File: src/rtl/rom_ctrl_pkg.sv
// Shared types for the boot-ROM access arbiter: response-slot states and requester ids.
package rom_ctrl_pkg;

  typedef enum logic [1:0] {
    EMPTY,
    PEND,
    HOLD
  } slot_state_e;

  typedef enum logic {
    PORT_I,
    PORT_D
  } port_id_e;

endpackage

File: src/rtl/rom_rr_arb2.sv
// Two-input round-robin arbiter; the pointer remembers the last winner and moves only on a grant.
module rom_rr_arb2
  import rom_ctrl_pkg::*;
(
  input  logic       clk,
  input  logic       rst,
  input  logic [1:0] req,
  input  logic       en,
  output logic [1:0] gnt,
  output port_id_e   winner
);

  port_id_e last;

  always_comb begin
    gnt    = '0;
    winner = PORT_I;
    if (req[0] && req[1]) begin
      winner = (last == PORT_I) ? PORT_D : PORT_I;
    end else if (req[1]) begin
      winner = PORT_D;
    end
    if (en && (|req)) begin
      gnt = (winner == PORT_D) ? 2'b10 : 2'b01;
    end
  end

  // Reset value PORT_D makes I win the first contested cycle.
  always_ff @(posedge clk or posedge rst) begin
    if (rst) begin
      last <= PORT_D;
    end else if (|gnt) begin
      last <= winner;
    end
  end

endmodule

File: src/rtl/rom_ctrl_arbiter.sv
// Shares one synchronous-read ROM between instruction-fetch and data-load ports with a single
// response slot that buffers read data while the owning requester back-pressures.
module rom_ctrl_arbiter
  import rom_ctrl_pkg::*;
#(
  parameter int WIDTH  = 32,
  parameter int DEPTH  = 8,
  parameter int ADDR_W = 32
) (
  input  logic              clk_i,
  input  logic              rst_i,
  input  logic              i_req_i,
  input  logic [ADDR_W-1:0] i_addr_i,
  input  logic              i_we_i,
  output logic              i_gnt_o,
  output logic              i_rvalid_o,
  output logic [WIDTH-1:0]  i_rdata_o,
  output logic              i_err_o,
  input  logic              i_rready_i,
  input  logic              d_req_i,
  input  logic [ADDR_W-1:0] d_addr_i,
  input  logic              d_we_i,
  output logic              d_gnt_o,
  output logic              d_rvalid_o,
  output logic [WIDTH-1:0]  d_rdata_o,
  output logic              d_err_o,
  input  logic              d_rready_i,
  output logic              rom_req_o,
  output logic [DEPTH-1:0]  rom_addr_o,
  input  logic [WIDTH-1:0]  rom_rdata_i
);

  slot_state_e state, state_next;
  port_id_e    owner, owner_next;
  logic        err, err_next;
  logic [WIDTH-1:0] hold_data, hold_data_next;

  logic              resp_valid;
  logic              owner_rready;
  logic              slot_free;
  logic [1:0]        gnt;
  port_id_e          winner;
  logic              granted;
  logic [ADDR_W-1:0] win_addr;
  logic              win_we;
  logic              legal;
  logic [WIDTH-1:0]  resp_data;
  logic              unused_addr_bits;

  assign resp_valid   = (state != EMPTY);
  assign owner_rready = (owner == PORT_I) ? i_rready_i : d_rready_i;
  // The slot may be refilled in the same cycle the owner takes its response.
  assign slot_free    = (state == EMPTY) || owner_rready;

  rom_rr_arb2 u_arb (
    .clk    (clk_i),
    .rst    (rst_i),
    .req    ({d_req_i, i_req_i}),
    .en     (slot_free && !rst_i),
    .gnt    (gnt),
    .winner (winner)
  );

  assign granted  = |gnt;
  assign i_gnt_o  = gnt[0];
  assign d_gnt_o  = gnt[1];
  assign win_addr = (winner == PORT_D) ? d_addr_i : i_addr_i;
  assign win_we   = (winner == PORT_D) ? d_we_i   : i_we_i;
  assign legal    = !win_we && (win_addr[ADDR_W-1:DEPTH+2] == '0);

  assign unused_addr_bits = ^win_addr[1:0];

  assign rom_req_o  = granted && legal;
  assign rom_addr_o = rom_req_o ? win_addr[DEPTH+1:2] : '0;

  always_comb begin
    resp_data = '0;
    case (state)
      PEND:    resp_data = err ? '0 : rom_rdata_i;
      HOLD:    resp_data = hold_data;
      default: resp_data = '0;
    endcase
  end

  assign i_rvalid_o = resp_valid && (owner == PORT_I);
  assign d_rvalid_o = resp_valid && (owner == PORT_D);
  assign i_rdata_o  = i_rvalid_o ? resp_data : '0;
  assign d_rdata_o  = d_rvalid_o ? resp_data : '0;
  assign i_err_o    = i_rvalid_o && err;
  assign d_err_o    = d_rvalid_o && err;

  always_comb begin
    state_next     = state;
    owner_next     = owner;
    err_next       = err;
    hold_data_next = hold_data;
    if (granted) begin
      state_next = PEND;
      owner_next = winner;
      err_next   = !legal;
    end else begin
      case (state)
        PEND: begin
          if (owner_rready) begin
            state_next = EMPTY;
          end else begin
            state_next     = HOLD;
            hold_data_next = err ? '0 : rom_rdata_i;
          end
        end
        HOLD: begin
          if (owner_rready) begin
            state_next = EMPTY;
          end
        end
        default: state_next = EMPTY;
      endcase
    end
  end

  always_ff @(posedge clk_i or posedge rst_i) begin
    if (rst_i) begin
      state     <= EMPTY;
      owner     <= PORT_I;
      err       <= 1'b0;
      hold_data <= '0;
    end else begin
      state     <= state_next;
      owner     <= owner_next;
      err       <= err_next;
      hold_data <= hold_data_next;
    end
  end

endmodule

File: config.mk
export PLATFORM = sky130hd
export DESIGN_NAME = rom_ctrl_arbiter
export DESIGN_NICKNAME = d
export VERILOG_FILES = /design/src/rtl/rom_ctrl_pkg.sv /design/src/rtl/rom_rr_arb2.sv /design/src/rtl/rom_ctrl_arbiter.sv
export SDC_FILE = /design/constraint.sdc
export NUM_CORES = 1
export LEC_CHECK = 0
export CORE_MARGIN = 4
export CORE_UTILIZATION = 35
export DETAILED_ROUTE_END_ITERATION = 16
export HOLD_SLACK_MARGIN = 0.03
export MAX_ROUTING_LAYER = met4
export PLACE_DENSITY = 0.91
export SLEW_MARGIN = 20
export SYNTH_ARGS = -nofsm -noshare
export SYNTH_HDL_FRONTEND = slang
export SYNTH_HIERARCHICAL = 1
export SYNTH_SLANG_ARGS = --single-unit
File: constraint.sdc
create_clock -name clk_i -period 3.1 [get_ports clk_i]
set_input_delay 0.62 -clock clk_i [delete_from_list [all_inputs] [get_ports clk_i]]
set_output_delay 0.62 -clock clk_i [all_outputs]
set_load 0.1 [all_outputs]
Word-level counts from Yosys, hierarchy flattened --
Cells that the tools add are included. W data, S select, Z words.
Storage, ports and cells: register bits after elaboration 37, bits of input ports 104, output and inout port bits 79, logic and storage cells 47
Operators by class: equality and inequality tests 3, multiplexer cells 17, bitwise gates (word level) 3, reductions and logical operators 19
Operator list (count):
- $mux W32 | 4
- $pmux W32 S2 | 1
- $logic_not A22 Y1 | 1
- $mux W2 | 5
- $logic_and A1 B1 Y1 | 9
- $mux W8 | 1
- $mux W1 | 5
- $pmux W2 S2 | 1
- $reduce_or A2 Y1 | 2
- $logic_not A1 Y1 | 3
- $ne A3 B3 Y1 const B | 1
- $not A1 Y1 | 3
- $reduce_and A3 Y1 | 1
- $eq A2 B1 Y1 const B | 1
- $eq A2 B2 Y1 const B | 1
- $logic_not A2 Y1 | 1
- $reduce_bool A2 Y1 | 1
- $logic_or A1 B1 Y1 | 1

Logic depth before layout (Yosys ltp) --
Gate-level depths: netlist (run 1).
word-level depth 8, gate-level depth with buffers 11, depth with buffers taken out 10

Modules after synthesis --
The synthesis (run 1) kept the hierarchy.
By module, submodules not included:
- rom_ctrl_arbiter | times used 1, cells an instance 333, area each 2394.8 µm², seq. area each 900.9 µm²
- rom_rr_arb2 | times used 1, cells an instance 9, area each 71.3 µm², seq. area each 26.3 µm²

Worst setup path before layout (run 1) --
Ideal clock, no wire load.
path type input to output, start input d_rready_i, end output rom_addr_o[0], arrival time 4937 ps, data required time 2480 ps, path slack -2457 ps, cell stages on the path 9, path buffers 1, cells stage by stage mux2i_1 -> a21oi_1 -> nand2_1 -> a21oi_1 -> nor2_1 -> or4_1 -> a222oi_1 -> buf_2 -> and2b_1
Between the ends: word-level cells in the longest chain between the ends 8
RTL lines:
- start: declaration | RTL line rom_ctrl_arbiter.sv:27 | input logic d_rready_i,
- $mux W1 | RTL line rom_ctrl_arbiter.sv:51 | assign owner_rready = (owner == PORT_I) ? i_rready_i : d_rready_i;
- $logic_or A1 B1 Y1 | RTL line rom_ctrl_arbiter.sv:53 | assign slot_free = (state == EMPTY) || owner_rready;
- $logic_and A1 B1 Y1 | RTL line rom_ctrl_arbiter.sv:59 | .en (slot_free && !rst_i),
- $logic_and A1 B1 Y1 | RTL line rom_rr_arb2.sv:23 | if (en && (|req)) begin
- $mux W2 | RTL line rom_rr_arb2.sv:23
- via i_gnt_o | RTL line rom_ctrl_arbiter.sv:15 | output logic i_gnt_o,
- $reduce_or A2 Y1 | RTL line rom_ctrl_arbiter.sv:64 | assign granted = |gnt;
- $logic_and A1 B1 Y1 | RTL line rom_ctrl_arbiter.sv:73 | assign rom_req_o = granted && legal;
- via rom_req_o | RTL line rom_ctrl_arbiter.sv:28 | output logic rom_req_o,
- $mux W8 | RTL line rom_ctrl_arbiter.sv:74 | assign rom_addr_o = rom_req_o ? win_addr[DEPTH+1:2] : '0;
- end: declaration | RTL line rom_ctrl_arbiter.sv:29 | output logic [DEPTH-1:0] rom_addr_o,
The timed path passes the listed nets, and every way through them passes these cells.

Worst setup path after layout (run 1) --
start register state[1], end output rom_addr_o[3]
Between the ends: word-level cells in the longest chain between the ends 8
RTL lines:
- start: declaration | RTL line rom_ctrl_arbiter.sv:33 | slot_state_e state, state_next;
- start signal: assignment | RTL line rom_ctrl_arbiter.sv:128 | state <= state_next;
- $logic_not A2 Y1 | RTL line rom_ctrl_arbiter.sv:53
- $logic_or A1 B1 Y1 | RTL line rom_ctrl_arbiter.sv:53
- $logic_and A1 B1 Y1 | RTL line rom_ctrl_arbiter.sv:59
- $logic_and A1 B1 Y1 | RTL line rom_rr_arb2.sv:23
- $mux W2 | RTL line rom_rr_arb2.sv:23
- $reduce_or A2 Y1 | RTL line rom_ctrl_arbiter.sv:64
- $logic_and A1 B1 Y1 | RTL line rom_ctrl_arbiter.sv:73
- $mux W8 | RTL line rom_ctrl_arbiter.sv:74
Every way passes these cells.

==> summary.md, run 1 <==
The top cell type by area accounts for 36.5% of the synthesized area. The clock input transition at the sequential cells of the worst setup and hold paths was 0.07 ns; the final period utilization was 115%. Largest fanout on the critical path: 5.

By count the netlist is led by sky130_fd_sc_hd__nand2_1 (83), sky130_fd_sc_hd__nor2_1 (71), sky130_fd_sc_hd__dfrtp_1 (36). The worst setup path is launched from a register. Among all flip-flop cells after synthesis, the most frequent one is sky130_fd_sc_hd__dfrtp_1.

Cells with a size suffix above 1 make up 38.8% of the layout. The number of clock buffers added by TritonCTS is 5. The boundary pin count is 183. The tools report the effective utilization at floorplan as 36.1%. The reported max-cap violation count was 0; the final-report setup violation count was 9.

The setup path with the least slack is of type reg -> out. The detailed router finished its first iteration with 170 violations. Including well taps, the total number of placed cells is 611.

Counting every instance in the synthesized netlist gives 342. For the residual DRC count, the log shows 0. The max-slew violation total from the final report was 0; the post-route minimum period was 3.57 ns. In the post-synthesis netlist, the biggest area contributors are sky130_fd_sc_hd__dfrtp_1 (37%), sky130_fd_sc_hd__nand2_1 (13%), sky130_fd_sc_hd__nor2_1 (11%).

The count of final hold-check violations is 0, and the count of clock tree sinks is 37. The run gives 2470 sq um as the post-synth design cell area. After the last flow step, the layout net total stands at 638.

In the routed layout, each cell is associated on average with a via count of 5.31. Of the synthesized area, sequential elements account for 37.6%. X dimension of the die: 91.9 um. A synthesized cell averages 7.21 sq um. In this run the power density over the cells is 315 nW/um^2.

The logs give 17.1 mm for the global-route wire length before repair and -0.472 ns for the setup slack of the critical path after layout. Summing over every cut layer, the via total after detailed routing is 3336. In this run the number of H-tree levels came out at 2. The tools report the number of warnings printed during yosys synthesis as 6. The logs give 8450 sq um for the area of the die and 0.807 for the final weighted congestion in routability-driven placement.

In this run the static leakage power is 2.09 nW. Buffers inserted to repair hold after CTS numbered 0. From synthesis to final layout, the design area changed by 128%.

The logs give 3588 for the number of global-route vias before repair and 2.95 ns for the critical path arrival. For the tightest slew margin relative to the limit, the log shows 62.3%. Kind of end point of the critical path: an output port. Leaving out filler cells and counting taps, the final layout contains 628.

The run gives 1 as the number of antenna violations at the first check in global routing. Area of the core: 6830 sq um. The final reports fail on negative setup slack. The synthesized netlist contains 30 unique library cells. The run finished, with violations left.

TritonCTS built the clock tree. The run gives 449 as the post-synth net total. The type of the worst min-delay path is reg -> reg.

Overall power consumption after layout is estimated at 0.00178 W. The largest net degree at the start of global routing was 37; the number of rows in the core area was 30. At the later pin of the worst-skew pair, clock insertion delay measures 0.29 ns. The sum of routed wire length over all layers is 11.7 mm. Post-detailed-route wirelength per cell: 18.6 um.

The top cell type by total area after synthesis was sky130_fd_sc_hd__dfrtp_1. After global routing the overflow that remains totals 0. The worst clock skew came out at 0.00586 ns. The count of buffers added on input and output ports is 178.

Derived from the worst setup path, the maximum achievable clock frequency is 0.280 GHz. Overall global routing resource usage: 26.3%. The number of cells on the worst hold path is 2, and the die height is 91.9 um.

At the worst endpoint, the required time is 2.48 ns. The worst setup timing slack at the placement stage is -0.814 ns, and the count of antenna-violating nets left after detailed routing is 0. Cell with the most instances after synthesis: sky130_fd_sc_hd__nand2_1. Counting along the longest clock path gives a buffer depth of 2. The root buffer cell chosen for the clock tree is sky130_fd_sc_hd__clkbuf_8. The first TritonRoute pass finished after 4 iterations. For the pin with the worst max-slew slack, the measured transition is 0.564 ns. The number of synthesized flops with an enable pin is 0.

The layout has 373 filler cells. IR analysis of the VDD net gives a maximum drop of 0.254 mV. The share of synthesized registers carrying an async set or reset was 100%; the detailed placement HPWL was 8.75 mm. The cell count of the worst reg-to-reg path was 13; the post-synthesis sequential element count was 37. Setup repair after global routing could not meet its margin everywhere.
registers in the layout (all words and copies together), names as in the netlist:
register,cells
err,1
owner,1
state,2
hold_data,32
u_arb/last,1
where the power goes:
group          switching, W  total (W)  internal, W
Combinational      0.000567   0.000898     0.000332
Sequential        0.0000265   0.000534     0.000508
Clock              0.000168   0.000344     0.000176
Total              0.000761    0.00178      0.00102
path summary, 6_finish.rpt:
kind / startpoint / to / slack, ns
max: state[1]$_DFFE_PP0P_ / rom_addr_o[3] / -0.47
min: hold_data[25]$_DFFE_PP0P_ / hold_data[25]$_DFFE_PP0P_ / 0.49
max reg2reg: state[1]$_DFFE_PP0P_ / err$_DFFE_PP0N_ / 0.48
min reg2reg: hold_data[25]$_DFFE_PP0P_ / hold_data[25]$_DFFE_PP0P_ / 0.49
max in group asynchronous: rst_i / owner$_DFFE_PP0N_ / 2.02
min in group asynchronous: rst_i / u_arb/last$_DFFE_PP1P_ / 0.64
per-stage QoR:
stage	TNS [ns]	utilization (%)	area [sq um]	hold WS [ns]
detailed placement	-7.26	79.3	5420	0.480
global placement	-4.93	79.3	5420	0.468
finish	-4.10	82.5	5630	0.490
floorplan	-6.97	-	2730	0.456
CTS	-3.87	81.8	5590	0.496
global route	-4.74	82.5	5630	0.532
critical path, cell delays in order, from the launching register on:
cell	delay, ns
sky130_fd_sc_hd__dfrtp_1	0.41
sky130_fd_sc_hd__inv_2	0.10
sky130_fd_sc_hd__ha_4	0.16
sky130_fd_sc_hd__inv_4	0.04
sky130_fd_sc_hd__a21oi_4	0.16
sky130_fd_sc_hd__nand2_2	0.09
sky130_fd_sc_hd__a21oi_4	0.16
sky130_fd_sc_hd__nor2_4	0.06
sky130_fd_sc_hd__or4_4	0.48
sky130_fd_sc_hd__a222oi_1	0.34
sky130_fd_sc_hd__buf_4	0.21
sky130_fd_sc_hd__buf_6	0.12
sky130_fd_sc_hd__and2b_4	0.17
sky130_fd_sc_hd__buf_12	0.17
final cells by class:
type	instances	area [sq um]	area share, %
repair buffers	210	2770	49.2
multi-input cells	268	1690	29.9
flip-flops and latches	37	928	16.5
well taps	96	120	2.13
clock buffers	6	82.6	1.47
inverters	9	36.3	0.644
clock inverters	1	7.51	0.133
diodes	1	2.50	0.0444
cell usage in the layout, fill, tap and decap left out, types with 2 or more instances in the layout:
cell type,n
sky130_fd_sc_hd__nor2_4,9
sky130_fd_sc_hd__dfrtp_1,35
sky130_fd_sc_hd__a21oi_4,2
sky130_fd_sc_hd__nor2_1,14
sky130_fd_sc_hd__or4_4,3
sky130_fd_sc_hd__nor3_1,3
sky130_fd_sc_hd__mux2i_1,9
sky130_fd_sc_hd__buf_4,33
sky130_fd_sc_hd__clkdlybuf4s50_1,89
sky130_fd_sc_hd__inv_1,3
sky130_fd_sc_hd__and2b_4,8
sky130_fd_sc_hd__nor4_1,5
sky130_fd_sc_hd__nor2_2,48
sky130_fd_sc_hd__nand4_1,2
sky130_fd_sc_hd__dlygate4sd2_1,6
sky130_fd_sc_hd__a32o_1,12
sky130_fd_sc_hd__buf_6,5
sky130_fd_sc_hd__buf_12,75
sky130_fd_sc_hd__a21oi_1,2
sky130_fd_sc_hd__ha_1,2
sky130_fd_sc_hd__o21ai_1,33
sky130_fd_sc_hd__inv_2,5
sky130_fd_sc_hd__nand2_1,82
sky130_fd_sc_hd__clkbuf_8,6
sky130_fd_sc_hd__a22oi_1,20
metal layers:
metal / wire, um / vias to the layer above / track usage, %
met5: 0 / - / -
met4: 433 / 0 / 12.1
met3: 986 / 38 / 7.14
met2: 6290 / 187 / 47.1
met1: 3940 / 1568 / 26.5
li1: - / 1543 / -
kinds of logic after synthesis:
family | synth area share, %
adder cells (fa/ha/maj) | 1.52
multiplexers | 4.52
AO/OA/AOI/OAI | 19.6
buffers and inverters | 5.68
flip-flops | 37.6
AND/OR/NAND/NOR | 31.1
timing repair:
action                                  in CTS  in global routing
endpoints found under the setup margin       9                  9
setup buffers                                7                  2
pin swaps                                    6                  4
gates resized for setup                     32                  6
No activity file was read; power rests on OpenSTA's default activity.
==> inputs of run 2 (changes only) <==
--- a/config.mk
+++ b/config.mk
@@ -5,8 +5,9 @@
 export SDC_FILE = /design/constraint.sdc
 export NUM_CORES = 1
 export LEC_CHECK = 0
+export ABC_AREA = 1
 export CORE_MARGIN = 4
-export CORE_UTILIZATION = 35
+export CORE_UTILIZATION = 38
 export DETAILED_ROUTE_END_ITERATION = 16
 export HOLD_SLACK_MARGIN = 0.03
 export MAX_ROUTING_LAYER = met4
==> summary.md, run 2 <==
The run gives 716 (+17%) as the number of cells in the design after placement. The share of synthesized registers carrying an async set or reset came out at 100% (unchanged). The top achievable clock speed is 0.328 GHz (+17%), and the residual DRC count is 0 (unchanged).

The number of distinct library cell variants in the gate-level netlist after synthesis came out at 26 (-13%). The run finished with clean final reports. The top cell type by total area after synthesis is sky130_fd_sc_hd__dfrtp_1. Detailed placement HPWL: 10.1 mm (+15%).

Largest buffer count on any clock path: 2 (unchanged). The global-route wire length before repair is 20.5 mm (+20%), and the required time of the critical path is 2.48 ns (about the same). The largest registers in the layout are hold_data x32, state x2. Clock input transition at the sequential cells of the worst setup and hold paths: 0.07 ns (about the same). In this run the worst hold path is classified as reg -> reg.

Hold buffer count at CTS: 0 (unchanged). The H-tree depth is 2 (unchanged), and the mean instance size in the synthesized netlist is 6.91 sq um (-4.1%). The tools report the total CTS buffers as 5 (unchanged).

Clock latency of the later-clocked register in the worst-skew pair: 0.29 ns (about the same). The type of the setup path with the least slack is reg -> out. By area the synthesized netlist is led by sky130_fd_sc_hd__dfrtp_1 (30%), sky130_fd_sc_hd__nor2_1 (13%), sky130_fd_sc_hd__nand3_2 (8.9%). The tools report the critical path arrival as 2.43 ns (-0.52 ns).

The post-synth design cell area was 3040 sq um (+23%). The portion of total power attributed to the clock network came out at 14.0% (-5.4 points). More flip-flops sit in one register than any other, and that register is hold_data. The logs give 0.00882 ns (+0.00296 ns) for the worst clock skew and -0.115 ns (+0.699 ns) for the worst setup timing slack at the placement stage.

The number of warnings printed during yosys synthesis is 6 (unchanged). The count of antenna-violating nets left after detailed routing came out at 0 (unchanged). The top cell types in the final layout, fill and taps aside, are sky130_fd_sc_hd__clkdlybuf4s50_1 (96), sky130_fd_sc_hd__buf_12 (79), sky130_fd_sc_hd__nor2_4 (74). The tools report the number of search-and-repair iterations in the first detailed-routing pass as 4 (unchanged).

The run gives 2.37 nW (+14%) as the cell leakage power. Number of DRC markers in iteration 0: 120 (-29%). The cell area after placement was 6310 sq um (+17%); the effective utilization at floorplan was 39.2% (+3.1 points). The total congestion overflow was 0 (unchanged); the fraction of layout instances using a drive strength above 1 was 44.0% (+5.2 points). The post-route minimum period was 3.05 ns (-0.520 ns); the largest fanout on the critical path was 16 (+11). The setup slack of the critical path after layout was 0.0478 ns (+0.520 ns); the count of mapped cells out of synthesis was 440 (+29%).

TritonCTS built the clock tree. The tree is rooted in a sky130_fd_sc_hd__clkbuf_8. Number of global-route vias before repair: 4095 (+14%). The number of synthesized flops with an enable pin is 0 (unchanged). The die height was 97.5 um (+6.0%); the sequential share of power was 23.4% (-6.7 points). The final period utilization was 98.5% (-17 points); the count of clock tree sinks was 37 (unchanged). The count of final hold-check violations came out at 0 (unchanged). The post-synth net total is 547 (+22%), and the x dimension of the die is 97.5 um (+6.0%). The tools report the reported max-cap violation count as 0 (unchanged).

Most frequent standard cell in the layout excluding fill and tap cells: sky130_fd_sc_hd__clkdlybuf4s50_1. The power consumption was 0.00238 W (+34%). The run gives 32 (+6.7%) as the number of rows in the core area. For the worst vdd rail ir drop, the log shows 0.317 mV (+25%).

The logs give 12.8 mm (+10%) for the sum of routed wire length over all layers and 67.6% (+5.3 points) for the tightest slew margin relative to the limit. The number of antenna violations at the first check in global routing came out at 0 (-1). The logs give 0 ns (+4.10 ns) for the summed negative setup slack over all endpoints and 27.3% (+0.98 points) for the overall global routing resource usage. The final-report setup violation count came out at 0 (-9). The top-area cell type share of the netlist area was 29.6% (-6.9 points); the area of the die was 9500 sq um (+12%). The max-slew violation total from the final report was 0 (unchanged); the average vias per placed instance was 5.17 (-2.8%). STA classifies the critical path endpoint as an output port. The boundary pin count was 183 (unchanged). Cell with the most instances after synthesis: sky130_fd_sc_hd__nor2_1. The post-detailed-route wirelength per cell is 17.6 um (-5.3%), and the number of nets at the end of the flow is 735 (+15%). The kind of start point of the critical path is a register. Antenna cell count: 0 (-1). The tools report the switching component of the power as 0.00126 W (+65%). The transition time at the pin with the least slew margin is 0.486 ns (-0.0785 ns). The routed via count was 3776 (+13%). Cell internal power dissipation: 0.00112 W (+10%). The largest net degree at the start of global routing came out at 67 (+81%). In the synthesized netlist, the cells that appear most often are sky130_fd_sc_hd__nor2_1 (108), sky130_fd_sc_hd__nand2_1 (56), sky130_fd_sc_hd__inv_1 (49). The post-synthesis sequential element count is 37 (unchanged). The count of port buffers added during placement works out to 178 (unchanged).

The flip-flop count of the largest register, all copies and words added came out at 32 (unchanged). The cell area after layout came out at 6510 sq um (+16%). The sequential fraction of the synthesis area came out at 30.5% (-7.1 points). For the count of placed standard cells in the final layout, fillers left out, the log shows 731 (+16%). The power per unit of standard cell area is 365 nW/um^2 (+16%). Switching portion of total power: 52.8% (+10 points). Relative to the synthesized area, the layout overhead comes to 114%.

For this run, the leading register cell type out of synthesis is sky130_fd_sc_hd__dfrtp_1. For the proportion of power drawn by combinational gates, the log shows 62.7% (+12 points). The final weighted congestion in routability-driven placement is 0.818 (+1.4%). Area of the core: 7770 sq um (+14%).
[run 2: cell count changes after synthesis, moves of 8 or more]
cell,change
sky130_fd_sc_hd__a22oi_1,-20
sky130_fd_sc_hd__a32o_1,-12
sky130_fd_sc_hd__and2b_1,-8
sky130_fd_sc_hd__buf_2,+8
sky130_fd_sc_hd__clkbuf_1,-18
sky130_fd_sc_hd__inv_1,+43
sky130_fd_sc_hd__nand2_1,-27
sky130_fd_sc_hd__nand3_1,+39
sky130_fd_sc_hd__nand3_2,+27
sky130_fd_sc_hd__nor2_1,+37
sky130_fd_sc_hd__o21ai_0,+40
sky130_fd_sc_hd__o21ai_1,-33
sky130_fd_sc_hd__o21ai_2,+28
[run 2: worst max-delay path, cell delays in order (launching register included)]
cell                         delay (ns)
sky130_fd_sc_hd__dfrtp_1           0.38
sky130_fd_sc_hd__inv_1             0.15
sky130_fd_sc_hd__ha_1              0.33
sky130_fd_sc_hd__clkinvlp_4        0.37
sky130_fd_sc_hd__o21ai_0           0.33
sky130_fd_sc_hd__nand2_1           0.22
sky130_fd_sc_hd__nor2_4            0.17
sky130_fd_sc_hd__buf_12            0.18
[run 2: worst paths after layout]
| kind | start | to | slack, ns | depth (start not counted) |
|---|---|---|---|---|
| max | state[0]$_DFFE_PP0P_ | d_rdata_o[3] | 0.05 | 7 |
| min | u_arb/last$_DFFE_PP1P_ | u_arb/last$_DFFE_PP1P_ | 0.47 | 2 |
| max reg2reg | owner$_DFFE_PP0N_ | hold_data[31]$_DFFE_PP0P_ | 0.83 | 14 |
| min reg2reg | u_arb/last$_DFFE_PP1P_ | u_arb/last$_DFFE_PP1P_ | 0.47 | 2 |
| max in group asynchronous | rst_i | hold_data[25]$_DFFE_PP0P_ | 1.90 | 3 |
| min in group asynchronous | rst_i | u_arb/last$_DFFE_PP1P_ | 0.72 | 2 |
[run 2: logic make-up after synthesis]
group / synth area share (%)
AOI/OAI and AO/OA: 15.3
and+or+nand+nor: 37.3
muxes: 2.63
DFF: 30.5
buffers and inverters: 13.0
adders and majority gates: 1.23
[run 2: per-layer routing]
layer  track usage, %  part of all wire [%]  vias to the layer above
met1             28.8                    36                     1776
li1                 -                     -                     1777
met5                -                     0                        -
met4             8.84                   2.7                        0
met2             50.3                    54                      194
met3             5.81                   7.3                       29
[run 2: timing repair]
item,CTS,global route
cloned,1,1
endpoints found under the setup margin,9,59
pin swaps,8,5
buffers inserted,3,2
gates resized for setup,7,8
[run 2: power by group through the flow]
stage               Combinational (W)  Clock, W  Sequential [W]
floorplan                    0.000987         0        0.000555
global placement              0.00137         0        0.000562
detailed placement            0.00142         0        0.000565
CTS                           0.00144  0.000342        0.000555
global route                  0.00157  0.000365        0.000559
finish                        0.00149  0.000332        0.000556
[run 2: area by class of cell]
type	instances	area [sq um]
clock inverters	2	10.0
multi-input cells	320	2330
well taps	102	128
clock buffers	6	72.6
inverters	53	214
repair inverters	1	7.51
fillers	375	1260
repair buffers	210	2820
flip-flops and latches	37	927
[run 2: through the flow]
| step | utilization (%) | hold WS [ns] |
|---|---|---|
| 6_report | 83.8 | 0.471 |
| 5_1_grt | 83.8 | 0.510 |
| 4_1_cts | 83.0 | 0.473 |
| 3_5_place_dp | 81.3 | 0.462 |
| 3_3_place_gp | 81.3 | 0.448 |
| 2_1_floorplan | - | 0.442 |
